[src/rtl/cmds_scan_sched_pkg.sv]
// Shared definitions for the cmds_scan round scheduler: address width, slot stride,
// one-hot state encodings and the slot base-address helper.
package cmds_scan_sched_pkg;

    localparam int ADDR_W         = 12;
    localparam int SLOT_BYTES_DEF = 8;

    // One-hot encodings, also used by cmds_scan when it decodes scheduler state
    typedef enum logic [7:0] {
        ST_IDLE  = 8'h01,
        ST_CHECK = 8'h02,
        ST_WAIT  = 8'h04,
        ST_NEXT  = 8'h08,
        ST_FIN   = 8'h10
    } sched_state_t;

    function automatic logic [ADDR_W-1:0] slot_addr(input logic [ADDR_W-1:0] base,
                                                    input int unsigned      idx,
                                                    input int unsigned      stride);
        logic [31:0] full;
        full = 32'(base) + idx * stride;
        return full[ADDR_W-1:0];
    endfunction

endpackage

[src/rtl/cmds_scan_sched.sv]
// Round scheduler feeding cmds_scan: walks the latched slot mask, one start/done per slot.
// Optional done-timeout logic is built when CMDS_SCHED_TMO_EN is defined.
module cmds_scan_sched
    import cmds_scan_sched_pkg::*;
#(
    parameter int unsigned        SLOT_NUM   = 16,
    parameter int unsigned        SLOT_BYTES = SLOT_BYTES_DEF,
    parameter logic [ADDR_W-1:0]  BASE_START = 12'd0,
    parameter logic [15:0]        DONE_TMO   = 16'd3000
) (
    input  logic                clk,
    input  logic                rst,
    input  logic                i_cycle_start,
    input  logic [SLOT_NUM-1:0] im_slot_mask,
    output logic                o_start_scan,
    output logic [ADDR_W-1:0]   om_base_addr,
    input  logic                i_done_scan,
    output logic                o_busy,
    output logic                o_round_done,
    output logic                o_overrun,
    output logic                o_tmo_err,
    output logic [7:0]          om_tmo_cnt
);

    localparam int IDX_W = (SLOT_NUM > 1) ? $clog2(SLOT_NUM) : 1;
    localparam logic [IDX_W-1:0] LAST_IDX = IDX_W'(SLOT_NUM - 1);

    sched_state_t        state, state_nx;
    logic [SLOT_NUM-1:0] mask_q;
    logic [IDX_W-1:0]    slot_idx;
    logic                tmo_hit;

    logic                start_nx;
    logic [ADDR_W-1:0]   addr_nx;
    logic                busy_nx;
    logic                round_done_nx;
    logic                overrun_nx;

`ifdef CMDS_SCHED_TMO_EN
    logic [15:0] wait_cnt;

    // A done arriving in the timeout cycle takes priority, so no error is raised
    assign tmo_hit = (state == ST_WAIT) && !i_done_scan && (wait_cnt == DONE_TMO - 16'd1);
`else
    assign tmo_hit = 1'b0;
`endif

    always_ff @(posedge clk) begin
        if (rst) begin
            state        <= ST_IDLE;
            mask_q       <= '0;
            slot_idx     <= '0;
            o_start_scan <= 1'b0;
            om_base_addr <= '0;
            o_busy       <= 1'b0;
            o_round_done <= 1'b0;
            o_overrun    <= 1'b0;
        end else begin
            state        <= state_nx;
            o_start_scan <= start_nx;
            om_base_addr <= addr_nx;
            o_busy       <= busy_nx;
            o_round_done <= round_done_nx;
            o_overrun    <= overrun_nx;
            if (state == ST_IDLE && i_cycle_start) begin
                mask_q   <= im_slot_mask;
                slot_idx <= '0;
            end else if (state == ST_NEXT && slot_idx != LAST_IDX) begin
                slot_idx <= slot_idx + 1'b1;
            end
        end
    end

    always_comb begin
        state_nx = ST_IDLE;
        case (state)
            ST_IDLE:  state_nx = i_cycle_start ? ST_CHECK : ST_IDLE;
            ST_CHECK: state_nx = mask_q[slot_idx] ? ST_WAIT : ST_NEXT;
            ST_WAIT:  state_nx = (i_done_scan || tmo_hit) ? ST_NEXT : ST_WAIT;
            ST_NEXT:  state_nx = (slot_idx == LAST_IDX) ? ST_FIN : ST_CHECK;
            ST_FIN:   state_nx = ST_IDLE;
            default:  state_nx = ST_IDLE;
        endcase
    end

    always_comb begin
        start_nx      = (state == ST_CHECK) && mask_q[slot_idx];
        addr_nx       = start_nx ? slot_addr(BASE_START, 32'(slot_idx), SLOT_BYTES) : om_base_addr;
        round_done_nx = (state == ST_FIN);
        overrun_nx    = i_cycle_start && (state != ST_IDLE);
        busy_nx       = 1'b0;
        case (state)
            ST_IDLE:                   busy_nx = i_cycle_start;
            ST_CHECK, ST_WAIT, ST_NEXT: busy_nx = 1'b1;
            default:                   busy_nx = 1'b0;
        endcase
    end

`ifdef CMDS_SCHED_TMO_EN
    // Counts WAIT cycles for the current slot; the error count is cumulative until reset
    always_ff @(posedge clk) begin
        if (rst) begin
            wait_cnt   <= '0;
            o_tmo_err  <= 1'b0;
            om_tmo_cnt <= '0;
        end else begin
            if (state == ST_CHECK)
                wait_cnt <= '0;
            else if (state == ST_WAIT)
                wait_cnt <= wait_cnt + 16'd1;
            o_tmo_err <= tmo_hit;
            if (tmo_hit && om_tmo_cnt != 8'hFF)
                om_tmo_cnt <= om_tmo_cnt + 8'd1;
        end
    end
`else
    assign o_tmo_err  = 1'b0;
    assign om_tmo_cnt = 8'd0;
`endif

endmodule
[config.mk]
export PLATFORM = sky130hd
export DESIGN_NAME = cmds_scan_sched
export DESIGN_NICKNAME = d
export VERILOG_FILES = /design/src/rtl/cmds_scan_sched_pkg.sv /design/src/rtl/cmds_scan_sched.sv
export SDC_FILE = /design/constraint.sdc
export NUM_CORES = 1
export LEC_CHECK = 0
export CAP_MARGIN = 20
export CORE_AREA = 4 4 64 66
export DETAILED_ROUTE_END_ITERATION = 10
export DIE_AREA = 0 0 68 70
export GPL_TIMING_DRIVEN = 0
export PLACE_DENSITY = 0.75
export SYNTH_ARGS = -nofsm -noshare
export SYNTH_HDL_FRONTEND = slang
export SYNTH_SLANG_ARGS = --single-unit
[constraint.sdc]
create_clock -name clk -period 2.15 [get_ports clk]
set_clock_uncertainty 0.15 [all_clocks]
set_input_delay 0.43 -clock clk [delete_from_list [all_inputs] [get_ports clk]]
set_output_delay 0.43 -clock clk [all_outputs]
set_load 0.01 [all_outputs]
---- Yosys cells after proc, flatten, opt, wreduce, memory -nomap -nowiden ----
Cells that the tools add are included.
storage, ports and cells
  register bits after elaboration ......... 36
  word-level logic and storage cells ...... 32
cells by class
  $add $sub $neg .......................... 1
  reduce and logical (&&, ||, !) cells .... 6
  equal/unequal tests ..................... 8
  muxes and demuxes ....................... 8
  $lt $le $gt $ge ......................... 1
operators with widths
  kind                   count
  $pmux W5 S4            1
  $eq A8 B1 Y1 const B   1
  $eq A8 B2 Y1 const B   1
  $eq A8 B3 Y1 const B   1
  $eq A8 B4 Y1 const B   1
  $eq A8 B5 Y1 const B   1
  $mux W4                2
  $ne A8 B1 Y1 const B   1
  $lt A4 B5 Y1 const B   1
  $mux W5                1
  $add A4 B1 Y4 const B  1
  $bmux W1 S4            1
  $eq A4 B4 Y1 const B   1
  $logic_and A1 B1 Y1    4
  $ne A4 B4 Y1 const B   1
  $reduce_or A3 Y1       1
  $mux W2                1
  $pmux W1 S2            1
  $reduce_or A2 Y1       1
  $mux W1                1

---- Logic depth before layout (Yosys ltp) ----
Gate-level depths: netlist of run 1.
  word-level depth ........................ 4
  gate-level depth with buffers ........... 6
  gate-level depth less buffers ........... 6

---- Least setup slack after synthesis of run 1 ----
OpenSTA, ideal clock, no wires.
  path type ............................... reg2reg
  from .................................... reg slot_idx[0]
  to ...................................... reg om_base_addr[3]
  arrival time ............................ 1,482 ps
  required time ........................... 1,928 ps
  setup slack ............................. 446 ps
  period minus slack after synthesis ...... 1,704 ps
  stages on the path, launching flop included .. 7
  library setup time ...................... 72 ps
  cells stage by stage .................... dfxtp_1 -> buf_4 -> mux2i_1 -> a221oi_2 -> and3_1 -> o21ai_2 -> mux2i_1
on the way
  word-level cells in the longest chain between the ends .. 3
ends and longest elaborated chain
  what                           line                   source
  start: declaration             cmds_scan_sched.sv:30  logic [IDX_W-1:0] slot_idx;
  start signal: assignment       cmds_scan_sched.sv:69  slot_idx <= slot_idx + 1'b1;
  $bmux W1 S4                    cmds_scan_sched.sv:87  start_nx = (state == ST_CHECK) && mask_q[slot_idx];
  $mux W1 (not written as such)  cmds_scan_sched.sv:87
  $logic_and A1 B1 Y1            cmds_scan_sched.sv:87
  end signal: assignment         cmds_scan_sched.sv:61  om_base_addr <= addr_nx;
  end: declaration               cmds_scan_sched.sv:16  output logic [ADDR_W-1:0] om_base_addr,
Several ways; a longest one is shown, not always the timed one. The select of a mux whose other input is x is not followed.
A chain may end at the register's enable or synchronous reset.

---- Final worst setup path of run 1 ----
  from .................................... reg slot_idx[0]
  to ...................................... reg om_base_addr[4]
on the way
  word-level cells in the longest chain between the ends .. 3
ends and longest elaborated chain
  what                           line
  $bmux W1 S4                    cmds_scan_sched.sv:87
  $mux W1 (not written as such)  cmds_scan_sched.sv:87
  $logic_and A1 B1 Y1            cmds_scan_sched.sv:87
Every way passes these cells. The select of a mux whose other input is x is not followed.

==> impl_metrics.env, run 1 <==
export IMPL_fin_crit_sh_pct=90.9
export IMPL_detailed_place_hpwl_um=2310
export IMPL_final_hold_viol_count=0
export IMPL_n_antenna_cell=0
export IMPL_netlist_area_leader_share_pct=42.7
export IMPL_grt_total_usage_pct=13.6
export IMPL_dr_pass1_iters=4
export IMPL_layout_drive_gt1_share_pct=12.4
export IMPL_grt_setup_unrepaired="no"
export IMPL_hold_path_class="reg -> reg"
export IMPL_cap_violations=0
export IMPL_final_common_cell="nand2_1"
export IMPL_finalSetupViolCount=0
export IMPL_cts_repair_resized=0
export IMPL_worstPathRequired_ns=2.25
export IMPL_p_comb_share_pct=17.8
export IMPL_drt_total_wl_um=3000
export IMPL_syn_inst=182
export IMPL_wire_per_inst_um=10.7
export IMPL_cp_depth=6
export IMPL_placement_setup_worst_slack_ns=-0.0394
export IMPL_vias=1288
export IMPL_grt_pass1_vias=1186
export IMPL_post_cts_buffers=0
export IMPL_cp_slowest_cell="dfxtp_1"
export IMPL_layout_common_cells="nand2_1, dfxtp_1, clkdlybuf4s50_1, buf_4"
export IMPL_p_leak_nw=0.781
export IMPL_cts_tree="done"
export IMPL_gp_congestion=0.859
export IMPL_maxSlewViolCount=0
export IMPL_critPathMaxFanout=10
export IMPL_postLayoutCoreUtil_pct=55.5
export IMPL_drtAntennaViolNets=0
export IMPL_p_sw_w=0.000321
export IMPL_initialDrtViolationCount=79
export IMPL_ys_seq_area_share_pct=42.7
export IMPL_max_stage_delay_ns=0.39
export IMPL_areaGrowthSynthToFinish_pct=28.4
export IMPL_crit_chain="buf_4 > mux2i_1 > a221oi_2 > and3_1 > o21ai_2 > mux2i_1"
export IMPL_io_buffer_count=27
export IMPL_cts_hold_buf=0
export IMPL_htreeDepth=2
export IMPL_fp_dieArea_um2=4760
export IMPL_pwr_share_seq_pct=55.3
export IMPL_p_per_area_nw_per_um2=607
export IMPL_crit_path_frequent_cell="mux2i_1"
export IMPL_fp_row_count=22
export IMPL_switching_share_pct=26.6
export IMPL_grt_pass1_wl_um=5030
export IMPL_hold_slack_ns=0.309
export IMPL_regToRegEndpoint="om_base_addr[4]"
export IMPL_synth_top_area_cell="dfxtp_1"
export IMPL_r2r_slack_ns=0.20
export IMPL_ys_flop_type="dfxtp_1"
export IMPL_nets=253
export IMPL_cp_top_family="multiplexers"
export IMPL_ys_ff_latch=33
export IMPL_synthArstFlopShare_pct=0
export IMPL_worstRegToRegCells=6
export IMPL_hold_end="mask_q[9]"
export IMPL_yosysUniqueCellTypes=38
export IMPL_avgViaCountPerCell=4.58
export IMPL_cp_end_kind="flip-flop"
export IMPL_power_frac_clock_pct=26.9
export IMPL_ir_drop_v=0.000396
export IMPL_worstHoldStart="mask_q[9]"
export IMPL_r2r_start="slot_idx[0]"
export IMPL_dieWidth_um=68
export IMPL_cts_buffers=5
export IMPL_placed_area_um2=1940
export IMPL_clk_latency_ns=0.33
export IMPL_critPathKind="reg -> reg"
export IMPL_avgSynthCellArea_um2=8.50
export IMPL_cts_root_buffer="clkbuf_4"
export IMPL_cts_max_path_buffers=2
export IMPL_layout_setup_ws_ns=0.196
export IMPL_worstPathArrival_ns=2.06
export IMPL_max_freq_mhz=512
export IMPL_grt_antenna_before_repair=0
export IMPL_status="complete, no violations"
export IMPL_grt_max_degree=11
export IMPL_ios=45
export IMPL_path_buf_inv=1
export IMPL_crit_path_start_kind="flip-flop"
export IMPL_finalCriticalPeriod_ns=1.95
export IMPL_die_y_um=70
export IMPL_finalSetupTns_ns=0
export IMPL_initial_core_util_pct=43.2
export IMPL_stdcell_area_um2=1990
export IMPL_grt_ovfl_total=0
export IMPL_yosys_warnings=0
export IMPL_synthTopCellsByArea="dfxtp_1, nand2_1, buf_4"
export IMPL_synth_area_um2=1550
export IMPL_coreArea_um2=3580
export IMPL_synth_edff_count=0
export IMPL_p_int_w=0.000884
export IMPL_clock_sinks=33
export IMPL_hold_depth=2
export IMPL_drc_errors=0
export IMPL_clkTransAtPathRegs_ns=0.09
[routing by layer]
layer	track usage, %	up-vias	share of wire [%]
li1	-	682	-
met1	15.8	565	43
met2	22.7	37	49
met3	3.86	4	7.2
met4	5.74	0	1.3
met5	0	-	0
[stage by stage]
step | power [W] | cells
final | 0.00120 | 281
after CTS | 0.00122 | 281
after global routing | 0.00127 | 281
after detailed placement | 0.000895 | 273
after floorplan | 0.000820 | 198
after global placement | 0.000891 | 273
[worst max path at each step]
stage | start | endpoint
finish | slot_idx[0] | om_base_addr[4]
global route | slot_idx[0] | om_base_addr[4]
CTS | slot_idx[0] | om_base_addr[4]
detailed placement | rst | slot_idx[1]
global placement | rst | slot_idx[1]
floorplan | slot_idx[0] | om_base_addr[3]
[power by group through the flow]
stage                     clock, W  sequential [W]  combinational, W
final                     0.000324        0.000666          0.000215
after global routing      0.000363        0.000669          0.000241
after CTS                 0.000334        0.000665          0.000216
after detailed placement         0        0.000680          0.000216
after global placement           0        0.000678          0.000213
after floorplan                  0        0.000677          0.000143
[Yosys cell counts (2+ instances only)]
| cell | count |
|---|---|
| nand2_1 | 38 |
| dfxtp_1 | 33 |
| buf_4 | 18 |
| a21oi_1 | 17 |
| mux2i_1 | 12 |
| nor2_1 | 9 |
| nand2b_1 | 7 |
| clkbuf_1 | 6 |
| nand3_1 | 5 |
| nor3_1 | 5 |
| a21boi_1 | 2 |
| a22oi_1 | 2 |
| and3_1 | 2 |
| nor2b_1 | 2 |
[flip-flops by register name (all words and copies together), names as in the netlist]
| signal | cells |
|---|---|
| o_busy | 1 |
| state | 5 |
| o_round_done | 1 |
| o_overrun | 1 |
| mask_q | 16 |
| o_start_scan | 1 |
| om_base_addr | 4 |
| slot_idx | 4 |
[layout make-up]
class | count | area [um^2]
multi-input combinational | 139 | 779
fill | 355 | 1590
inverter | 1 | 3.75
buffer | 25 | 163
clock buffer | 8 | 48.8
tap | 48 | 60.1
timing repair buffer | 27 | 270
sequential | 33 | 661
[cells by family after synthesis]
group / count (synthesis) / share of synthesized area, %
AND/OR/NAND/NOR: 80 / 25.7
flip-flops: 33 / 42.7
AO/OA/AOI/OAI: 27 / 10.8
buffers and inverters: 26 / 10.8
multiplexers: 12 / 7.77
XOR/XNOR: 2 / 1.13
adder cells (fa/ha/maj): 1 / 0.809
other: 1 / 0.242
[tightest hold or removal path: cells and delay by family (launching register included)]
family / cells / cell delay (ns)
AOI/OAI and AO/OA: 1 / 0.05
and+or+nand+nor: 1 / 0.05
DFF: 1 / 0.32
Power figures use the tool's default switching activity.
==> inputs of run 2 (changes only) <==
SKIP_CTS_REPAIR_TIMING = 1   (was not set)
TNS_END_PERCENT = 100   (was not set)
==> results of run 2 <==
Final layout, timing and power as in run 1 (identical DEF).
==> RTL change 1: new RTL, config.mk and constraints of run 2 <==
Set the parameter `SLOT_NUM` to 8 (it was 16).
--- a/src/rtl/cmds_scan_sched.sv
+++ b/src/rtl/cmds_scan_sched.sv
@@ -4,5 +4,5 @@
     import cmds_scan_sched_pkg::*;
 #(
-    parameter int unsigned        SLOT_NUM   = 16,
+    parameter int unsigned        SLOT_NUM   = 8,
     parameter int unsigned        SLOT_BYTES = SLOT_BYTES_DEF,
     parameter logic [ADDR_W-1:0]  BASE_START = 12'd0,
Interface: changed (resized im_slot_mask); port bits go from 45 to 37. The function was not compared with the original's and may differ.
==> RTL change 1 against run 2 <==
Worst setup slack improved by 0.13 ns. Cell area fell by 20%. Critical path depth fell by 2. Area after synthesis fell by 19%. Power fell by 33%. Register-to-register slack improved by 0.14 ns. Synthesized cell count fell by 31%. Sequential power fell by 32%. Sequential cell count fell by 10. Wire length fell by 32%. Critical path type is now input pin to flop. Critical endpoint is now slot_idx[1]. Largest cell class unchanged.
==> RTL change 1: results (changes against run 2) <==
metric	value	unit	change
outcome	finished, final reports clean		unchanged
capture point of the worst path	slot_idx[1]		was om_base_addr[4]
DRC violation total after the first TritonRoute iteration	29		was 79
FF-to-FF Start	slot_idx[0]		unchanged
total of fill cells in the finished design	374		was 355
GRT Total Usage	0.0910		was 0.136
most instantiated cells after synthesis	dfxtp_1 (23), buf_4 (20), mux2i_1 (15)		was nand2_1 (38), dfxtp_1 (33), buf_4 (18)
number of diodes	0		unchanged
leakage power figure	0.683	nW	was 0.781 nW
clock root cell	clkbuf_4		unchanged
number of distinct library cells after synthesis	39		was 38
clock latency on the worst-skew pair	0.31	ns	was 0.33 ns
RD Place Congestion	0.768		was 0.859
worst min-delay path class	flop to flop		unchanged
vias in the first global route	782		was 1,186
clk slew on worst S/H paths	0.13	ns	was 0.09 ns
beginning of the critical path	rst		was slot_idx[0]
share of cells above drive strength 1	0.218		was 0.124
estimated wirelength of the detail-placed design	1.60	mm	was 2.31 mm
Vias	886		was 1,288
wire per inst	9.56	um	was 10.7 um
Max FO, Critical Path	10		unchanged
endpoint of the lowest-slack register-to-register path	state[3]		was om_base_addr[4]
Total Nets Final	180		was 253
min-delay src	om_base_addr[4]		was mask_q[9]
Area contributors post-synth	dfxtp_1 (37%), buf_4 (12%), mux2i_1 (12%)		was dfxtp_1 (43%), nand2_1 (9.2%), buf_4 (8.7%)
register-to-register setup slack	0.34	ns	was 0.20 ns
depth of the worst register-to-register path	5		was 6
initial antenna violation count	0		unchanged
mean cell area of the mapped netlist	9.90	sq um	was 8.50 sq um
registers with the most flip-flops	mask_q (8), state (5)		was mask_q (16), state (5)
total number of yosys warnings	0		unchanged
Num CTS Buffers	3		was 5
pin count of the biggest net entering global routing	14		was 11
count of input and output buffers	18		was 27
first-pass iteration count of the detailed router	4		unchanged
global-route wire length before repair	3.44	mm	was 5.03 mm
number of standard cells in the layout, taps in and fillers out	213		was 281
proportion of synthesized chip area in sequential cells	0.369		was 0.427
maximum level of the CTS H-tree	1		was 2
maximum vdd drop	0.313	mV	was 0.396 mV
Max clock buf depth	2		unchanged
fraction of synthesis flops using an asynchronous set or reset pin	0		unchanged
-- RTL change 1: critical path: stages --
cell             delay, ns
clkdlybuf4s50_1       0.52
buf_1                 0.41
clkbuf_1              0.40
nor3_1                0.11
-- RTL change 1: per-layer routing --
metal	up-vias	global-route usage	routed length, um
met1	383	0.117	922
li1	478	-	-
met3	4	0.0257	137
met5	-	0	0
met4	0	0.0265	22
met2	21	0.145	954
-- RTL change 1: power by group --
part | leakage, nW | internal, mW | switching [mW]
sequential | 0.187 | 0.444 | 0.0118
clock | 0.0177 | 0.0694 | 0.129
combinational | 0.478 | 0.0851 | 0.0657
-- RTL change 1: how the worst min path moves through the flow --
stage	end	slack [ns]	depth (start not counted)
after global placement	om_base_addr[5]	0.31	2
final	om_base_addr[4]	0.34	2
after floorplan	mask_q[3]	0.30	2
after CTS	om_base_addr[5]	0.34	2
after global routing	om_base_addr[5]	0.35	2
after detailed placement	om_base_addr[5]	0.32	2
-- RTL change 1: final cells by class --
class                           count  area [sq um]  area share
Multi-Input combinational cell     93           664       0.421
Sequential cell                    23           460       0.292
Buffer                             26           183       0.116
Timing Repair Buffer               18           180       0.114
Tap cell                           48          60.1      0.0380
Clock buffer                        3          22.5      0.0143
Clock inverter                      1          5.00     0.00317
Inverter                            1          3.75     0.00238
-- RTL change 1: kinds of logic after synthesis --
family / after synthesis / share of synthesized area
AO/OA/AOI/OAI: 14 / 0.0993
adder cells (fa/ha/maj): 2 / 0.0201
other: 1 / 0.00301
flip-flops: 23 / 0.369
XOR/XNOR: 2 / 0.0140
buffers and inverters: 27 / 0.149
multiplexers: 17 / 0.138
AND/OR/NAND/NOR: 40 / 0.207
-- RTL change 1: through the flow --
stage                     worst slack [ns]  setup TNS [ns]  area (sq um)  utilization
final                                0.326               0          1580        0.441
after global routing                 0.173               0          1580        0.441
after CTS                            0.292               0          1580        0.441
after detailed placement           -0.0425          -0.230          1550        0.434
after global placement             -0.0572          -0.355          1550        0.434
after floorplan                      0.444               0          1310            -
==> RTL change 2: new RTL, flow settings as in run 2 <==
Made on the original files. Add an input register stage for `i_cycle_start` and `im_slot_mask`; this delays them by one clock. The other inputs are not delayed to match.
--- a/src/rtl/cmds_scan_sched.sv
+++ b/src/rtl/cmds_scan_sched.sv
@@ -25,4 +25,12 @@
     localparam int IDX_W = (SLOT_NUM > 1) ? $clog2(SLOT_NUM) : 1;
     localparam logic [IDX_W-1:0] LAST_IDX = IDX_W'(SLOT_NUM - 1);
+
+    logic i_cycle_start_q;
+    logic [SLOT_NUM-1:0] im_slot_mask_q;
+
+    always_ff @(posedge clk) begin
+        i_cycle_start_q <= i_cycle_start;
+        im_slot_mask_q  <= im_slot_mask;
+    end
 
     sched_state_t        state, state_nx;
@@ -63,6 +71,6 @@
             o_round_done <= round_done_nx;
             o_overrun    <= overrun_nx;
-            if (state == ST_IDLE && i_cycle_start) begin
-                mask_q   <= im_slot_mask;
+            if (state == ST_IDLE && i_cycle_start_q) begin
+                mask_q   <= im_slot_mask_q;
                 slot_idx <= '0;
             end else if (state == ST_NEXT && slot_idx != LAST_IDX) begin
@@ -75,5 +83,5 @@
         state_nx = ST_IDLE;
         case (state)
-            ST_IDLE:  state_nx = i_cycle_start ? ST_CHECK : ST_IDLE;
+            ST_IDLE:  state_nx = i_cycle_start_q ? ST_CHECK : ST_IDLE;
             ST_CHECK: state_nx = mask_q[slot_idx] ? ST_WAIT : ST_NEXT;
             ST_WAIT:  state_nx = (i_done_scan || tmo_hit) ? ST_NEXT : ST_WAIT;
@@ -88,8 +96,8 @@
         addr_nx       = start_nx ? slot_addr(BASE_START, 32'(slot_idx), SLOT_BYTES) : om_base_addr;
         round_done_nx = (state == ST_FIN);
-        overrun_nx    = i_cycle_start && (state != ST_IDLE);
+        overrun_nx    = i_cycle_start_q && (state != ST_IDLE);
         busy_nx       = 1'b0;
         case (state)
-            ST_IDLE:                   busy_nx = i_cycle_start;
+            ST_IDLE:                   busy_nx = i_cycle_start_q;
             ST_CHECK, ST_WAIT, ST_NEXT: busy_nx = 1'b1;
             default:                   busy_nx = 1'b0;
Formal check against the unedited RTL: not equivalent (a bounded check fails within 4 cycles, from zero or initial values and one cycle with rst high).
==> RTL change 2 against run 2 <==
Die area did not move. Cell area increased by 18%. Cell count increased by 5.7%. Sequential cell count is 17 higher. First-iteration DRC count is 22% lower. Combinational power is essentially flat. Largest power group unchanged. Maximum frequency increased by 5.9%. Wire length is 4.7% higher. Power increased by 37%. Sequential share of layout area up 9.6 points. Area after synthesis up 22%. Worst setup slack gained 0.11 ns.
==> RTL change 2: results (changes against run 2) <==
metric	value	unit	change
smallest hold slack	0.289	ns	was 0.309 ns
outcome	finished, final reports clean		unchanged
registers with the most flip-flops	im_slot_mask_q (16), mask_q (16), state (5)		was mask_q (16), state (5)
met1 routing resource usage after global routing	0.179		was 0.158
most instantiated cells after synthesis	dfxtp_1 (50), nand2_1 (39), a21oi_1 (17), buf_4 (17), mux2i_1 (12)		was nand2_1 (38), dfxtp_1 (33), buf_4 (18)
maximum vdd drop	0.497	mV	was 0.396 mV
Post-DP Area	2280	sq um	was 1940 sq um
routed metal-1 wirelength	1.39	mm	was 1.29 mm
Compound-Gate Fraction of Synth Area	0.102		was 0.108
register-to-register setup slack	0.30	ns	was 0.20 ns
vias in the first global route	1173		was 1,186
met3 routing resource usage after global routing	0.0531		was 0.0386
wire per inst	10.6	um	was 10.7 um
estimated wirelength of the detail-placed design	2.31	mm	about the same
clock latency on the worst-skew pair	0.36	ns	was 0.33 ns
GRT Total Usage	0.142		was 0.136
proportion of synthesized chip area in sequential cells	0.531		was 0.427
RD Place Congestion	0.851		was 0.859
Slowest Stage Delay on Critical Path	0.41	ns	was 0.39 ns
Via-to-Cell Ratio	4.64		was 4.58
leakage power figure	0.943	nW	was 0.781 nW
wire length on met2	1.47	mm	was 1.45 mm
DRC violation total after the first TritonRoute iteration	62		was 79
Arrival @ worst endpoint	2.00	ns	was 2.06 ns
global-route wire length before repair	5.15	mm	was 5.03 mm
amount of wire on met3 after detailed routing	222	um	was 216 um
area share of xor/xnor cells in the synthesized design	0.00929		was 0.0113
Hold Path End	mask_q[3]		was mask_q[9]
global-route met2 utilization	0.212		was 0.227
==> RTL change 2: cell count changes after synthesis, moves of 2 or more <==
cell     change
and4b_1      +2
dfxtp_1     +17
nand3_1      -2
inv_1        +2
==> RTL change 2: report_power, final <==
part | switching [mW] | internal, mW | leakage [nW]
combinational | 0.108 | 0.106 | 0.495
sequential | 0.0226 | 0.979 | 0.412
clock | 0.276 | 0.159 | 0.0353
==> RTL change 2: kinds of logic after synthesis <==
kind of cell               after synthesis
xor gates and xnor gates                 2
AOI/OAI and AO/OA                       29
buffers and inverters                   27
other                                    1
muxes                                   12
and+or+nand+nor                         76
DFF                                     50
adders and majority gates                1
==> RTL change 2: area by class of cell <==
type	instances	area, sq um
Sequential cell	50	1000
Clock inverter	1	5.00
Inverter	3	11.3
Timing Repair Buffer	27	270
Tap cell	48	60.1
Multi-Input combinational cell	137	772
Fill cell	313	1240
Buffer	24	161
Clock buffer	7	55.1
